### config.mk
export PLATFORM = sky130hd
export DESIGN_NAME = midi_uart_tx
export DESIGN_NICKNAME = d
export VERILOG_FILES = /design/src/rtl/midi_uart_pkg.sv /design/src/rtl/uart_bit_timer.sv /design/src/rtl/midi_uart_tx.sv
export SDC_FILE = /design/constraint.sdc
export NUM_CORES = 1
export LEC_CHECK = 0
export ABC_AREA = 1
export CORE_ASPECT_RATIO = 1.5
export CORE_MARGIN = 2
export CORE_UTILIZATION = 50
export DETAILED_ROUTE_END_ITERATION = 6
export GPL_TIMING_DRIVEN = 0
export PLACE_DENSITY = 0.74
export SLEW_MARGIN = 10
export SYNTH_ARGS = -nofsm -noshare
export SYNTH_HDL_FRONTEND = slang
export SYNTH_SLANG_ARGS = --single-unit
### constraint.sdc
create_clock -name clk -period 2.8 [get_ports clk]
set_input_delay 0.42 -clock clk [delete_from_list [all_inputs] [get_ports clk]]
set_output_delay 0.42 -clock clk [all_outputs]
set_load 0.01 [all_outputs]
### src/rtl/midi_uart_pkg.sv
// Shared definitions for the MIDI UART: FSM state encoding, MIDI baud rate
// and a helper that derives the bit period from the clock frequency.
package midi_uart_pkg;

  typedef enum logic [2:0] {
    ST_IDLE   = 3'd0,
    ST_START  = 3'd1,
    ST_DATA   = 3'd2,
    ST_PARITY = 3'd3,
    ST_STOP   = 3'd4
  } tx_state_e;

  localparam int MIDI_BAUD = 31250;

  // Rounded to the nearest whole clock so the baud error stays minimal.
  function automatic int calc_clks_per_bit(input int clk_hz, input int baud);
    return (clk_hz + baud / 2) / baud;
  endfunction

endpackage

### src/rtl/uart_bit_timer.sv
// Bit-cell prescaler: counts clk cycles while run is high and flags the
// last cycle of each CLKS_PER_BIT-long cell on tick.
module uart_bit_timer #(
  parameter int CLKS_PER_BIT = 32
) (
  input  logic clk,
  input  logic reset,
  input  logic clear,
  input  logic run,
  output logic tick
);

  localparam int CW = (CLKS_PER_BIT > 1) ? $clog2(CLKS_PER_BIT) : 1;
  localparam logic [CW-1:0] LAST = CW'(CLKS_PER_BIT - 1);

  logic [CW-1:0] cnt;

  assign tick = run && (cnt == LAST);

  always_ff @(posedge clk or posedge reset) begin
    if (reset) begin
      cnt <= '0;
    end else if (clear || !run || (cnt == LAST)) begin
      cnt <= '0;
    end else begin
      cnt <= cnt + CW'(1);
    end
  end

endmodule

### src/rtl/midi_uart_tx.sv
// UART transmitter that pops words from a first-word-fall-through FIFO and
// serialises them (start, LSB-first data, optional parity, stop bits).
module midi_uart_tx
  import midi_uart_pkg::*;
#(
  parameter int CLKS_PER_BIT = 32,
  parameter int DATA_W       = 8,
  parameter int PARITY_EN    = 0,
  parameter int PARITY_ODD   = 0,
  parameter int STOP_BITS    = 1
) (
  input  logic              clk,
  input  logic              reset,
  input  logic              en,
  input  logic [DATA_W-1:0] data_i,
  input  logic              fifo_empty_n,
  output logic              fifo_rd,
  output logic              ser_o,
  output logic              busy,
  output logic              tx_done,
  output logic [2:0]        state_dbg
);

  localparam int BW = $clog2(DATA_W + 1);
  localparam logic [BW-1:0] LAST_DATA = BW'(DATA_W - 1);
  localparam logic [BW-1:0] LAST_STOP = BW'(STOP_BITS - 1);
  localparam logic ODD_BIT = (PARITY_ODD != 0);

  // Handshake: fifo_rd is a single-cycle pop strobe; data_i is valid whenever
  // fifo_empty_n is high and is captured on the clock edge that ends the
  // fifo_rd cycle, so the FIFO advances on that same edge.

  tx_state_e         state, state_n;
  logic [BW-1:0]     bit_cnt, bit_cnt_n;
  logic [DATA_W-1:0] shift, shift_n;
  logic              parity_q, parity_n;
  logic              ser_n;
  logic              tick;
  logic              last_stop;

  uart_bit_timer #(
    .CLKS_PER_BIT(CLKS_PER_BIT)
  ) u_timer (
    .clk  (clk),
    .reset(reset),
    .clear(fifo_rd),
    .run  (state != ST_IDLE),
    .tick (tick)
  );

  assign last_stop = (state == ST_STOP) && tick && (bit_cnt == LAST_STOP);
  // Gated by reset so no pop can slip out while the block is held in reset.
  assign fifo_rd   = !reset && en && fifo_empty_n && ((state == ST_IDLE) || last_stop);
  assign busy      = (state != ST_IDLE);
  assign tx_done   = last_stop;
  assign state_dbg = state;
  assign parity_n  = fifo_rd ? ((^data_i) ^ ODD_BIT) : parity_q;

  always_comb begin
    state_n   = state;
    bit_cnt_n = bit_cnt;
    shift_n   = shift;
    unique case (state)
      ST_IDLE: begin
        if (fifo_rd) begin
          state_n   = ST_START;
          shift_n   = data_i;
          bit_cnt_n = '0;
        end
      end
      ST_START: begin
        if (tick) state_n = ST_DATA;
      end
      ST_DATA: begin
        if (tick) begin
          if (bit_cnt == LAST_DATA) begin
            state_n   = (PARITY_EN != 0) ? ST_PARITY : ST_STOP;
            bit_cnt_n = '0;
          end else begin
            bit_cnt_n = bit_cnt + BW'(1);
            shift_n   = shift >> 1;
          end
        end
      end
      ST_PARITY: begin
        if (tick) state_n = ST_STOP;
      end
      ST_STOP: begin
        if (last_stop) begin
          bit_cnt_n = '0;
          if (fifo_rd) begin
            state_n = ST_START;
            shift_n = data_i;
          end else begin
            state_n = ST_IDLE;
          end
        end else if (tick) begin
          bit_cnt_n = bit_cnt + BW'(1);
        end
      end
      default: begin
        state_n   = ST_IDLE;
        bit_cnt_n = '0;
      end
    endcase

    // ser_o is registered, so it is derived from the upcoming state.
    unique case (state_n)
      ST_START:  ser_n = 1'b0;
      ST_DATA:   ser_n = shift_n[0];
      ST_PARITY: ser_n = parity_q;
      default:   ser_n = 1'b1;
    endcase
  end

  always_ff @(posedge clk or posedge reset) begin
    if (reset) begin
      state    <= ST_IDLE;
      bit_cnt  <= '0;
      shift    <= '0;
      parity_q <= 1'b0;
      ser_o    <= 1'b1;
    end else begin
      state    <= state_n;
      bit_cnt  <= bit_cnt_n;
      shift    <= shift_n;
      parity_q <= parity_n;
      ser_o    <= ser_n;
    end
  end

endmodule

==> impl_metrics.py <==
metrics = {
    "worst_setup_path": {
        "crit_path_start_kind": "flip-flop",
        "crit_type": "flip-flop to primary output",
        "crit_fanout": 6,
        "cp.arrival_ps": 2120,
        "cp.required_ps": 2380,
        "cp-end-kind": "primary output",
    },
    "logic_synthesis": {
        "synth.area.top_cells": "dfrtp_1 37%, nand2_1 13%, inv_1 6.8%, nor2_1 3.9%, ha_1 3.5%",
        "ys_types": 28,
        "post-synth-top-count-cell": "nand2_1",
        "yosysWarnings": 0,
        "syn_avg_cell_area_um2": 7.73,
        "synthArstFlopShare_pct": 100,
        "synth-edff-count": 0,
        "yosysSeqAreaShare_pct": 38.6,
        "synth-seq-cells": 22,
        "netlist_top_cells_count": "48 x nand2_1, 26 x inv_1, 21 x dfrtp_1, 15 x nor2_1, 9 x nand3_1",
        "syn_nets": 201,
        "syn_inst": 185,
        "synthFlopType": "dfrtp_1",
        "syn_area_mm2": 0.00143,
        "synth_top_area_cell": "dfrtp_1",
        "yosysTopAreaCellShare_pct": 36.7,
    },
    "timing": {
        "worst_clock_skew_ps": 6.56,
        "tightest_slew_ps": 574,
        "slew-limit-headroom_pct": 61.5,
        "fmax_mhz": 394,
        "post-route-min-period_ps": 2540,
        "drv_slew": 0,
        "finalSetupViolations": 0,
        "rsz0062_at_grt": "no",
        "hold_violations": 0,
        "timing.hold.ws_ps": 494,
        "finalCritPeriodShare_pct": 90.7,
    },
    "worst_hold_path": {
        "min_path_type": "flip-flop to flip-flop",
    },
    "global_route": {
        "grt_pass1_vias": 1215,
        "antenna_found_initial": 0,
        "grt_pass1_wl_mm": 5.13,
        "track_usage_pct": 21.5,
        "grt_start_max_net_pins": 14,
        "grt-ovfl-total": 0,
    },
    "drt": {
        "drt_iter0_markers": 22,
        "drc": 0,
        "dr_total_vias": 1246,
        "dr.pass1.iters": 4,
        "route.detailed.wl_per_inst_um": 11.9,
        "routed_wl_mm": 3.02,
        "postRouteAntennaNets": 0,
        "vias_per_cell": 4.92,
    },
    "die": {
        "die_x_um": 47.7,
        "core-area_mm2": 0.00271,
        "dieHeight_um": 69.5,
        "rows": 23,
        "fp.dieArea_mm2": 0.00331,
        "num_io_pins": 19,
        "start_util_pct": 52.9,
    },
    "power_and_ir_drop": {
        "p_switching_uw": 134,
        "seqPwrFrac_pct": 47.4,
        "swShare_pct": 20.1,
        "power.density_mw_per_mm2": 372,
        "irDropWorstVdd_mv": 0.306,
        "internal-power_uw": 536,
        "power_leakage_uw": 0.000895,
        "pwr-share-clk_pct": 44.9,
        "combPwrFrac_pct": 7.7,
    },
    "place": {
        "dp_cells": 240,
        "dpl.hpwl_mm": 2.29,
        "numPortBuffers": 18,
        "globalplace.congestion": 0.880,
    },
    "cells_and_area": {
        "antennaDiodeCount": 0,
        "final_cells": 253,
        "drive_above_1_share_pct": 20.8,
        "nNetsFinal": 233,
        "syn2layout_area_growth_pct": 26.0,
    },
    "clock_network": {
        "cts_tree": "built",
        "cts_root_buf": "clkbuf_8",
        "htreeDepth": 1,
        "numCtsBuffers": 3,
        "postCtsHoldBufs": 0,
        "clkLatencyLatePin_ps": 270,
        "clkSinkCount": 22,
        "clk_pin_slew_ps": 80,
        "clockBufferDepth": 2,
    },
    "job": {
        "drv_cap": 0,
    },
    "run_status": {
        "status": "finished, final reports clean",
    },
}
[cell type report]
cell class / count / area, um2
well taps: 37 / 46.3
inverters: 32 / 129
repair buffers: 26 / 243
flip-flops and latches: 22 / 552
clock buffers: 3 / 41.3
fillers: 253 / 903
repair inverters: 1 / 5.00
clock inverters: 1 / 30.0
multi-input cells: 131 / 756
[power groups by stage]
stage / clock [uW] / combinational [uW] / sequential (uW)
final: 301 / 51.9 / 317
after global routing: 320 / 58.2 / 318
after CTS: 310 / 48.6 / 317
after detailed placement: 0 / 46.4 / 324
after global placement: 0 / 44.7 / 324
after floorplan: 0 / 22.7 / 324
[path summary, 6_finish.rpt]
path	start	end	slack [ps]	depth (start not counted)
max in group asynchronous	reset	ser_o	1830	2
min reg2reg	parity_q	parity_q	490	2
min	parity_q	parity_q	490	2
max	u_timer.cnt[1]	tx_done	260	9
max reg2reg	u_timer.cnt[0]	shift[4]	870	12
min in group asynchronous	reset	shift[6]	600	3
[through the flow]
stage,power [uW],TNS (ps),area [um2],utilization (%),setup WS (ps)
6_report,670,0,1800,66.6,259
4_1_cts,676,0,1740,64.2,13.8
2_1_floorplan,346,0,1430,-,888
3_5_place_dp,370,-422,1660,61.2,-422
5_1_grt,696,0,1800,66.6,78.4
3_3_place_gp,368,-380,1660,61.2,-380
[sequential cells by signal (all words and copies together), names as in the netlist]
signal,count
state_dbg,3
ser_o,1
shift,8
bit_cnt,4
u_timer.cnt,5
parity_q,1
[metal layers]
layer,part of all wire [%],GRT usage (%),up-vias
li1,-,-,637
met1,40,25.8,572
met2,53,33.6,26
met3,2.6,3.39,11
met4,4.0,13.8,0
met5,0,0,-
[critical path, cell delays in order (launching register included)]
cell,delay [ps]
dfrtp_1,360
ha_1,170
nand2_1,70
nor2_1,110
ha_2,210
inv_2,80
nor2_2,100
nand2_2,80
nor2_2,120
clkdlybuf4s50_1,550
[repair_timing]
item / CTS / global route
cloned: 1 / 0
setup endpoints to repair: 1 / 2
pin swaps: 0 / 1
resized for setup: 1 / 2
buffers inserted: 0 / 8
[kinds of logic (layout without fill, tap and decap cells)]
group / count (synthesis) / in the layout / synth area share, %
AO/OA/AOI/OAI: 20 / 20 / 8.75
XOR/XNOR: 8 / 8 / 4.90
adder cells (fa/ha/maj): 4 / 4 / 3.50
buffers and inverters: 32 / 63 / 8.75
flip-flops: 22 / 22 / 38.6
AND/OR/NAND/NOR: 99 / 99 / 35.5
[layout by cell type, fill, tap and decap left out, types with 2 or more instances in the layout]
cell              n
ha_1              3
nor2_4            2
a21oi_1           3
xnor2_1           5
buf_4             8
xor2_1            3
o21ai_1           5
inv_1            25
inv_2             5
nor2_2            8
nand3_1           9
clkdlybuf4s50_1  17
nand2_2           5
nand2_4           3
clkbuf_8          3
nand2_1          48
o21bai_1          6
dfrtp_1          21
nor2_1           15
o21ai_0           3
nand4_1           4
No activity file was read; power rests on OpenSTA's default activity.
